[src/rtl/dds_pkg.sv]
// Shared definitions for the DDS tuning-word loader.
// Contents: frame command encodings, loader FSM state codes and the default
// tuning-word width.
package dds_pkg;

    // Default tuning-word width, matching the DDS `tune` slice on the pins
    localparam int DEFAULT_TW_W = 14;

    // Command field encodings; the command field is the first two frame bits
    localparam logic [1:0] CMD_NOP       = 2'b00;
    localparam logic [1:0] CMD_WR        = 2'b01;
    localparam logic [1:0] CMD_COMMIT    = 2'b10;
    localparam logic [1:0] CMD_WR_COMMIT = 2'b11;

    // Loader FSM state codes
    typedef logic [1:0] state_t;
    localparam state_t ST_IDLE  = 2'd0;
    localparam state_t ST_SHIFT = 2'd1;
    localparam state_t ST_DONE  = 2'd2;

endpackage

[src/rtl/dds_tw_loader_if.sv]
// Serial pin bundle between the host and the tuning-word loader.
//   sclk_in : serial clock from the host (asynchronous to the DDS clock)
//   cs_n_in : active-low frame select from the host
//   sdi_in  : serial data from the host, MSB first
//   sdo     : serial readback data to the host
//   sdo_oe  : output enable for sdo; high while a frame is active
// The master modport is the host side and the slave modport is the loader.
interface dds_tw_loader_if;

    logic sclk_in;
    logic cs_n_in;
    logic sdi_in;
    logic sdo;
    logic sdo_oe;

    modport master (
        output sclk_in,
        output cs_n_in,
        output sdi_in,
        input  sdo,
        input  sdo_oe
    );

    modport slave (
        input  sclk_in,
        input  cs_n_in,
        input  sdi_in,
        output sdo,
        output sdo_oe
    );

endinterface

[src/rtl/dds_sync_edge.sv]
// Multi-stage synchroniser for one asynchronous input, followed by one extra
// register used for edge detection.
//   clk   : destination clock
//   rst   : synchronous, active-high reset; forces the chain to RESET_VAL
//   d     : asynchronous input
//   q     : synchronised level
//   rise  : one-clk pulse on a synchronised 0->1 transition
//   fall  : one-clk pulse on a synchronised 1->0 transition
module dds_sync_edge #(
    parameter int   STAGES    = 2,
    parameter logic RESET_VAL = 1'b0
) (
    input  logic clk,
    input  logic rst,
    input  logic d,
    output logic q,
    output logic rise,
    output logic fall
);

    logic [STAGES-1:0] sync_r;
    logic              prev_r;

    // Synchroniser chain plus the delayed copy used for edge detection
    always_ff @(posedge clk) begin
        if (rst) begin
            sync_r <= {STAGES{RESET_VAL}};
            prev_r <= RESET_VAL;
        end else begin
            sync_r <= {sync_r[STAGES-2:0], d};
            prev_r <= sync_r[STAGES-1];
        end
    end

    // Edge pulses are decoded only from registered values, so they are glitch free
    assign q    = sync_r[STAGES-1];
    assign rise = sync_r[STAGES-1] & ~prev_r;
    assign fall = ~sync_r[STAGES-1] & prev_r;

endmodule

[src/rtl/dds_tw_loader.sv]
// Serial programming front-end for the DDS tuning word.
// A host clocks CMD_W+TW_W bit frames (command first, MSB first) over the
// pin bundle. The loader holds a staged and an active tuning word and shifts
// the active word back out on sdo during every frame.
//   clk         : DDS system clock
//   rst         : synchronous, active-high reset
//   bus         : serial pin bundle (sclk_in, cs_n_in, sdi_in in; sdo, sdo_oe out)
//   tuning_word : active tuning word to the DDS core
//   tw_update   : one-clk pulse in the cycle a newly committed tuning_word appears
//   frame_err   : one-clk pulse when a frame ends with the wrong bit count
//   busy        : high from frame start until end-of-frame processing completes
module dds_tw_loader
    import dds_pkg::*;
#(
    parameter int               TW_W        = DEFAULT_TW_W,
    parameter int               CMD_W       = 2,
    parameter logic [TW_W-1:0]  RESET_TW    = {TW_W{1'b0}},
    parameter int               SYNC_STAGES = 2
) (
    input  logic                clk,
    input  logic                rst,
    dds_tw_loader_if.slave      bus,
    output logic [TW_W-1:0]     tuning_word,
    output logic                tw_update,
    output logic                frame_err,
    output logic                busy
);

    localparam int FRAME_W = CMD_W + TW_W;
    localparam int CNT_MAX = FRAME_W + 1;
    localparam int CNT_W   = $clog2(CNT_MAX + 1);

    localparam logic [CNT_W-1:0] CNT_ZERO  = CNT_W'(0);
    localparam logic [CNT_W-1:0] CNT_ONE   = CNT_W'(1);
    localparam logic [CNT_W-1:0] CMD_CNT   = CNT_W'(CMD_W);
    localparam logic [CNT_W-1:0] FRAME_CNT = CNT_W'(FRAME_W);
    localparam logic [CNT_W-1:0] SAT_CNT   = CNT_W'(CNT_MAX);

    // Synchronised pin levels and edges
    logic       sclk_rise_s;
    logic       sclk_fall_s;
    logic       cs_rise_s;
    logic       cs_fall_s;
    logic       sdi_s;
    logic       sclk_lvl_unused_s;
    logic       cs_lvl_unused_s;
    logic [1:0] sdi_edge_unused_s;

    // Registered state
    state_t             state_r;
    logic [CNT_W-1:0]   bit_cnt_r;
    logic [FRAME_W-1:0] frame_r;
    logic [TW_W-1:0]    rb_r;
    logic [TW_W-1:0]    staged_r;
    logic [TW_W-1:0]    tw_r;
    logic               tw_upd_r;
    logic               ferr_r;
    logic               busy_r;
    logic               sdo_r;

    // Next-state values
    state_t             state_nx_s;
    logic [CNT_W-1:0]   bit_cnt_nx_s;
    logic [FRAME_W-1:0] frame_nx_s;
    logic [TW_W-1:0]    rb_nx_s;
    logic [TW_W-1:0]    staged_nx_s;
    logic [TW_W-1:0]    tw_nx_s;
    logic               tw_upd_nx_s;
    logic               ferr_nx_s;
    logic               busy_nx_s;
    logic               sdo_nx_s;

    logic [1:0]         cmd_s;
    logic [TW_W-1:0]    data_s;

    // Idle levels: sclk low, cs_n high, so reset never fabricates an edge
    dds_sync_edge #(.STAGES(SYNC_STAGES), .RESET_VAL(1'b0)) u_sync_sclk (
        .clk  (clk),
        .rst  (rst),
        .d    (bus.sclk_in),
        .q    (sclk_lvl_unused_s),
        .rise (sclk_rise_s),
        .fall (sclk_fall_s)
    );

    dds_sync_edge #(.STAGES(SYNC_STAGES), .RESET_VAL(1'b1)) u_sync_cs_n (
        .clk  (clk),
        .rst  (rst),
        .d    (bus.cs_n_in),
        .q    (cs_lvl_unused_s),
        .rise (cs_rise_s),
        .fall (cs_fall_s)
    );

    // sdi shares the sclk sync depth so it stays aligned with the sampling edge
    dds_sync_edge #(.STAGES(SYNC_STAGES), .RESET_VAL(1'b0)) u_sync_sdi (
        .clk  (clk),
        .rst  (rst),
        .d    (bus.sdi_in),
        .q    (sdi_s),
        .rise (sdi_edge_unused_s[0]),
        .fall (sdi_edge_unused_s[1])
    );

    assign cmd_s  = frame_r[FRAME_W-1 -: 2];
    assign data_s = frame_r[TW_W-1:0];

    // Frame FSM: IDLE -> SHIFT -> DONE -> IDLE, plus staged/active word updates
    always_comb begin
        state_nx_s   = state_r;
        bit_cnt_nx_s = bit_cnt_r;
        frame_nx_s   = frame_r;
        rb_nx_s      = rb_r;
        staged_nx_s  = staged_r;
        tw_nx_s      = tw_r;
        tw_upd_nx_s  = 1'b0;
        ferr_nx_s    = 1'b0;
        case (state_r)
            ST_IDLE: begin
                // sclk edges are never acted on here, including one that
                // coincides with the cs_n fall
                if (cs_fall_s) begin
                    state_nx_s   = ST_SHIFT;
                    bit_cnt_nx_s = CNT_ZERO;
                    rb_nx_s      = tw_r;
                end else begin
                    state_nx_s   = ST_IDLE;
                end
            end
            ST_SHIFT: begin
                if (cs_rise_s) begin
                    state_nx_s = ST_DONE;
                end else if (sclk_rise_s) begin
                    // Keep the first FRAME_W bits; the counter runs one past
                    // the frame length so over-length frames are still caught
                    if (bit_cnt_r < FRAME_CNT) begin
                        frame_nx_s = {frame_r[FRAME_W-2:0], sdi_s};
                    end else begin
                        frame_nx_s = frame_r;
                    end
                    if (bit_cnt_r < SAT_CNT) begin
                        bit_cnt_nx_s = bit_cnt_r + CNT_ONE;
                    end else begin
                        bit_cnt_nx_s = bit_cnt_r;
                    end
                end else if (sclk_fall_s && (bit_cnt_r > CMD_CNT)) begin
                    // Readback advances only after the host has sampled the MSB
                    rb_nx_s = {rb_r[TW_W-2:0], 1'b0};
                end else begin
                    state_nx_s = ST_SHIFT;
                end
            end
            ST_DONE: begin
                state_nx_s = ST_IDLE;
                if (bit_cnt_r == FRAME_CNT) begin
                    case (cmd_s)
                        CMD_WR: begin
                            staged_nx_s = data_s;
                        end
                        CMD_COMMIT: begin
                            tw_nx_s     = staged_r;
                            tw_upd_nx_s = 1'b1;
                        end
                        CMD_WR_COMMIT: begin
                            staged_nx_s = data_s;
                            tw_nx_s     = data_s;
                            tw_upd_nx_s = 1'b1;
                        end
                        default: begin
                            tw_upd_nx_s = 1'b0;
                        end
                    endcase
                end else begin
                    ferr_nx_s = 1'b1;
                end
            end
            default: begin
                state_nx_s = ST_IDLE;
            end
        endcase
    end

    // Output values are computed from next state so the pins come straight from flops
    assign busy_nx_s = (state_nx_s != ST_IDLE);
    assign sdo_nx_s  = ((state_nx_s == ST_SHIFT) && (bit_cnt_nx_s >= CMD_CNT)) ?
                       rb_nx_s[TW_W-1] : 1'b0;

    // State and output registers
    always_ff @(posedge clk) begin
        if (rst) begin
            state_r   <= ST_IDLE;
            bit_cnt_r <= CNT_ZERO;
            frame_r   <= {FRAME_W{1'b0}};
            rb_r      <= {TW_W{1'b0}};
            staged_r  <= RESET_TW;
            tw_r      <= RESET_TW;
            tw_upd_r  <= 1'b0;
            ferr_r    <= 1'b0;
            busy_r    <= 1'b0;
            sdo_r     <= 1'b0;
        end else begin
            state_r   <= state_nx_s;
            bit_cnt_r <= bit_cnt_nx_s;
            frame_r   <= frame_nx_s;
            rb_r      <= rb_nx_s;
            staged_r  <= staged_nx_s;
            tw_r      <= tw_nx_s;
            tw_upd_r  <= tw_upd_nx_s;
            ferr_r    <= ferr_nx_s;
            busy_r    <= busy_nx_s;
            sdo_r     <= sdo_nx_s;
        end
    end

    assign tuning_word = tw_r;
    assign tw_update   = tw_upd_r;
    assign frame_err   = ferr_r;
    assign busy        = busy_r;
    assign bus.sdo     = sdo_r;
    assign bus.sdo_oe  = busy_r;

endmodule

[src/flat_wrapper.sv]
// flat-port wrapper written by rule: the top's interface ports become plain ports
module dds_tw_loader_flat import dds_pkg::*;
#(
    parameter int               TW_W        = DEFAULT_TW_W,
    parameter int               CMD_W       = 2,
    parameter logic [TW_W-1:0]  RESET_TW    = {TW_W{1'b0}},
    parameter int               SYNC_STAGES = 2
)
  (clk, rst, tuning_word, tw_update, frame_err, busy, bus_sclk_in, bus_cs_n_in, bus_sdi_in, bus_sdo, bus_sdo_oe);
  dds_tw_loader_if bus_i ();
  input  logic clk;
  input  logic rst;
  output logic [TW_W-1:0] tuning_word;
  output logic tw_update;
  output logic frame_err;
  output logic busy;
  input wire logic [$bits(bus_i.sclk_in)-1:0] bus_sclk_in;
  input wire logic [$bits(bus_i.cs_n_in)-1:0] bus_cs_n_in;
  input wire logic [$bits(bus_i.sdi_in)-1:0] bus_sdi_in;
  output wire logic [$bits(bus_i.sdo)-1:0] bus_sdo;
  output wire logic [$bits(bus_i.sdo_oe)-1:0] bus_sdo_oe;
  assign bus_i.sclk_in = bus_sclk_in;
  assign bus_i.cs_n_in = bus_cs_n_in;
  assign bus_i.sdi_in = bus_sdi_in;
  assign bus_sdo = bus_i.sdo;
  assign bus_sdo_oe = bus_i.sdo_oe;
  dds_tw_loader #(.TW_W(TW_W), .CMD_W(CMD_W), .RESET_TW(RESET_TW), .SYNC_STAGES(SYNC_STAGES)) u_core (.clk(clk), .rst(rst), .bus(bus_i), .tuning_word(tuning_word), .tw_update(tw_update), .frame_err(frame_err), .busy(busy));
endmodule
[config.mk]
export PLATFORM = sky130hd
export DESIGN_NAME = dds_tw_loader_flat
export DESIGN_NICKNAME = d
export VERILOG_FILES = /design/src/rtl/dds_pkg.sv /design/src/rtl/dds_tw_loader_if.sv /design/src/rtl/dds_sync_edge.sv /design/src/rtl/dds_tw_loader.sv /design/src/flat_wrapper.sv
export SDC_FILE = /design/constraint.sdc
export NUM_CORES = 1
export LEC_CHECK = 0
export ABC_AREA = 0
export CAP_MARGIN = 20
export CORE_MARGIN = 1
export CORE_UTILIZATION = 55
export CTS_CLUSTER_SIZE = 30
export DETAILED_ROUTE_END_ITERATION = 10
export DONT_BUFFER_PORTS = 1
export GPL_TIMING_DRIVEN = 0
export PLACE_DENSITY = 0.8
export SLEW_MARGIN = 20
export SYNTH_ARGS = -nofsm -noshare
export SYNTH_HDL_FRONTEND = slang
export SYNTH_SLANG_ARGS = --single-unit
[constraint.sdc]
create_clock -name clk -period 4.1 [get_ports clk]
set_clock_uncertainty 0.2 [all_clocks]
set_input_delay 0.82 -clock clk [delete_from_list [all_inputs] [get_ports clk]]
set_output_delay 0.82 -clock clk [all_outputs]
set_load 0.01 [all_outputs]
==> metrics.yaml <==
run_status:
  status: "complete, no violations"
worst_setup_path:
  required_ns: 4.11
  critPathLaunchType: "register"
  path_class: "reg2reg"
  path_max_fanout: 10
  crit_arrival_ns: 2.04
  end_kind: "register"
grt:
  first_global_vias: 2307
  grt_start_max_net_pins: 13
  overflow: 0
  grt_pass1_wl_um: 11400
  antenna_found_initial: 0
  grt_use_total_pct: 23.2
sta:
  max-slew-margin-rel_pct: 56.6
  fin_setup_tns_ns: 0
  worstMarginPinSlew_ns: 0.650
  min_period_over_period_pct: 49.4
  rsz0062_at_grt: "false"
  maxSlewViolCount: 0
  fin_crit_ns: 2.02
  hold_viol_final: 0
  fmax_mhz: 494
  setup-violations-final: 0
cts:
  clock-sinks: 77
  cts_tree: "yes"
  clk_path_buf_depth: 2
  cts_buffers: 9
  htreeDepth: 3
  path_clk_slew_ns: 0.08
  root_buffer: "clkbuf_8"
  cts-resized-gates: 0
  cts_hold_buf: 0
  insertion_delay_ns: 0.34
  postCtsSetupBuffers: 0
detailed_routing:
  drc_errors: 0
  drtAntennaViolNets: 0
  wirelength_um: 6840
  first_iter_violations: 207
  vias: 2561
  drtPass1Iterations: 4
  vias_per_cell: 6.01
  wl_per_cell_um: 16.1
die:
  num_io_pins: 24
  die_h_um: 80.5
  initial_core_util_pct: 57.3
  core-area_um2: 5920
  num_rows: 28
  dieWidth_um: 80.5
  dieArea_um2: 6490
layout:
  antenna_cells: 0
  drive_gt1_share_pct: 18.2
  final_cell_mix: "77 x dfxtp_1, 53 x nor2_1, 31 x mux2i_1"
  nets: 354
  final_util_pct: 62.1
  syn_to_final_growth_pct: 8.37
  final_common_cell: "dfxtp_1"
  fin_cells: 426
logic_synthesis:
  synth.yosys.warnings: 0
  synth_edf_count: 0
  ys_types: 53
  synth-seq-cells: 77
  avgSynthCellArea_um2: 10.1
  ys_seq_area_share_pct: 45.4
  ys.flop_type: "dfxtp_1"
  syn-instance-count: 336
  syn-cell-area_um2: 3390
  synthArstFlopShare_pct: 0
  synthesis.nets: 343
power_and_ir_drop:
  p_int_uw: 1090
  leakagePower_uw: 0.00142
  p_clk_share_pct: 39.5
  swShare_pct: 22.6
  power_density_nw_per_um2: 382
  p_sw_uw: 317
  seqPwrFrac_pct: 55.0
  p_total_uw: 1400
  peakVddDrop_v: 0.000200
  comb_power_share_pct: 5.5
place:
  hpwl_um: 4950
  port_buffers: 0
  gp_congestion: 0.865
  dp.cells: 411
flow_run:
  maxCapViolations: 0
hold_path:
  hp-class: "reg2reg"
worst paths after layout:
check / to / cells past startpoint / slack, ns / start
worst max register to register: u_core.staged_r[6]$_SDFFE_PP0P_ / 7 / 2.08 / u_core.bit_cnt_r[0]$_SDFF_PP0_
worst max-delay path: u_core.staged_r[6]$_SDFFE_PP0P_ / 7 / 2.08 / u_core.bit_cnt_r[0]$_SDFF_PP0_
worst min-delay path: u_core.u_sync_cs_n.sync_r[1]$_SDFF_PP1_ / 1 / 0.21 / u_core.u_sync_cs_n.sync_r[0]$_SDFF_PP1_
worst min register to register: u_core.u_sync_cs_n.sync_r[1]$_SDFF_PP1_ / 1 / 0.21 / u_core.u_sync_cs_n.sync_r[0]$_SDFF_PP1_
sequential cells by signal, summed over array words and instances (netlist names), 2 cells and up:
| signal | count |
|---|---|
| u_core.rb_r | 14 |
| u_core.bit_cnt_r | 5 |
| u_core.frame_r | 16 |
| u_core.tuning_word | 14 |
| u_core.u_sync_sclk.sync_r | 2 |
| u_core.u_sync_cs_n.sync_r | 2 |
| u_core.u_sync_sdi.sync_r | 2 |
| u_core.staged_r | 14 |
| u_core.state_r | 2 |
synthesized netlist by cell type (all sizes together) (3+ instances only):
| master | number | area [um2] |
|---|---|---|
| nor2b | 9 | 56.3 |
| nand2b | 4 | 32.5 |
| a22oi | 12 | 90.1 |
| or2 | 4 | 25.0 |
| dfxtp | 77 | 1540 |
| nand4 | 3 | 18.8 |
| nor2 | 53 | 199 |
| a41oi | 13 | 121 |
| nand2 | 20 | 75.1 |
| inv | 4 | 15.0 |
| a211oi | 14 | 168 |
| mux2i | 31 | 310 |
| clkbuf | 15 | 56.3 |
| nor4 | 4 | 31.3 |
| buf | 14 | 100 |
| nand3 | 16 | 92.6 |
| a311oi | 14 | 179 |
area by class of cell:
class / count / area, um2
Inverter: 4 / 15.0
Clock buffer: 11 / 141
Fill cell: 461 / 2240
Multi-Input combinational cell: 226 / 1680
Buffer: 29 / 156
Sequential cell: 77 / 1540
Tap cell: 75 / 93.8
Clock inverter: 4 / 48.8
stage by stage:
stage / setup slack (ns) / cell area, um2 / hold slack [ns]
2_1_floorplan: 2.20 / 3390 / 0.189
3_3_place_gp: 1.85 / 3490 / 0.207
3_5_place_dp: 1.84 / 3490 / 0.209
4_1_cts: 2.08 / 3680 / 0.219
5_1_grt: 1.95 / 3680 / 0.234
6_report: 2.08 / 3680 / 0.214
cells by family (layout without fill, tap and decap cells):
family / count (synthesis) / after routing / synth area share (%)
compound gates: 64 / 64 / 19.5
fa+ha+maj: 2 / 2 / 0.737
buf+inv: 33 / 48 / 5.05
flops: 77 / 77 / 45.4
mux: 33 / 33 / 9.81
simple gates: 127 / 127 / 19.5
power groups by stage:
stage / Sequential [uW] / Combinational, uW / Clock [uW]
after floorplan: 786 / 63.7 / 0
after global placement: 788 / 75.7 / 0
after detailed placement: 789 / 76.8 / 0
after CTS: 772 / 76.9 / 561
after global routing: 774 / 83.9 / 596
final: 772 / 77.1 / 555
critical path, stage by stage, from the launching register on:
cell	delay, ns
dfxtp_1	0.47
inv_2	0.08
ha_1	0.19
and4bb_1	0.24
nand4b_2	0.19
buf_4	0.25
mux2i_1	0.21
nor2_1	0.06
routing by layer:
metal  up-vias  share of wire [%]  wire [um]  global-route usage, %
met4         0                1.4         93                   10.4
met3        10                6.3        430                   5.34
li1       1253                  -          -                      -
met2        79                 46       3170                   34.7
met1      1219                 46       3140                   31.5
met5         -                  0          0                      0
Note: power is estimated with default switching activity, not from simulation.
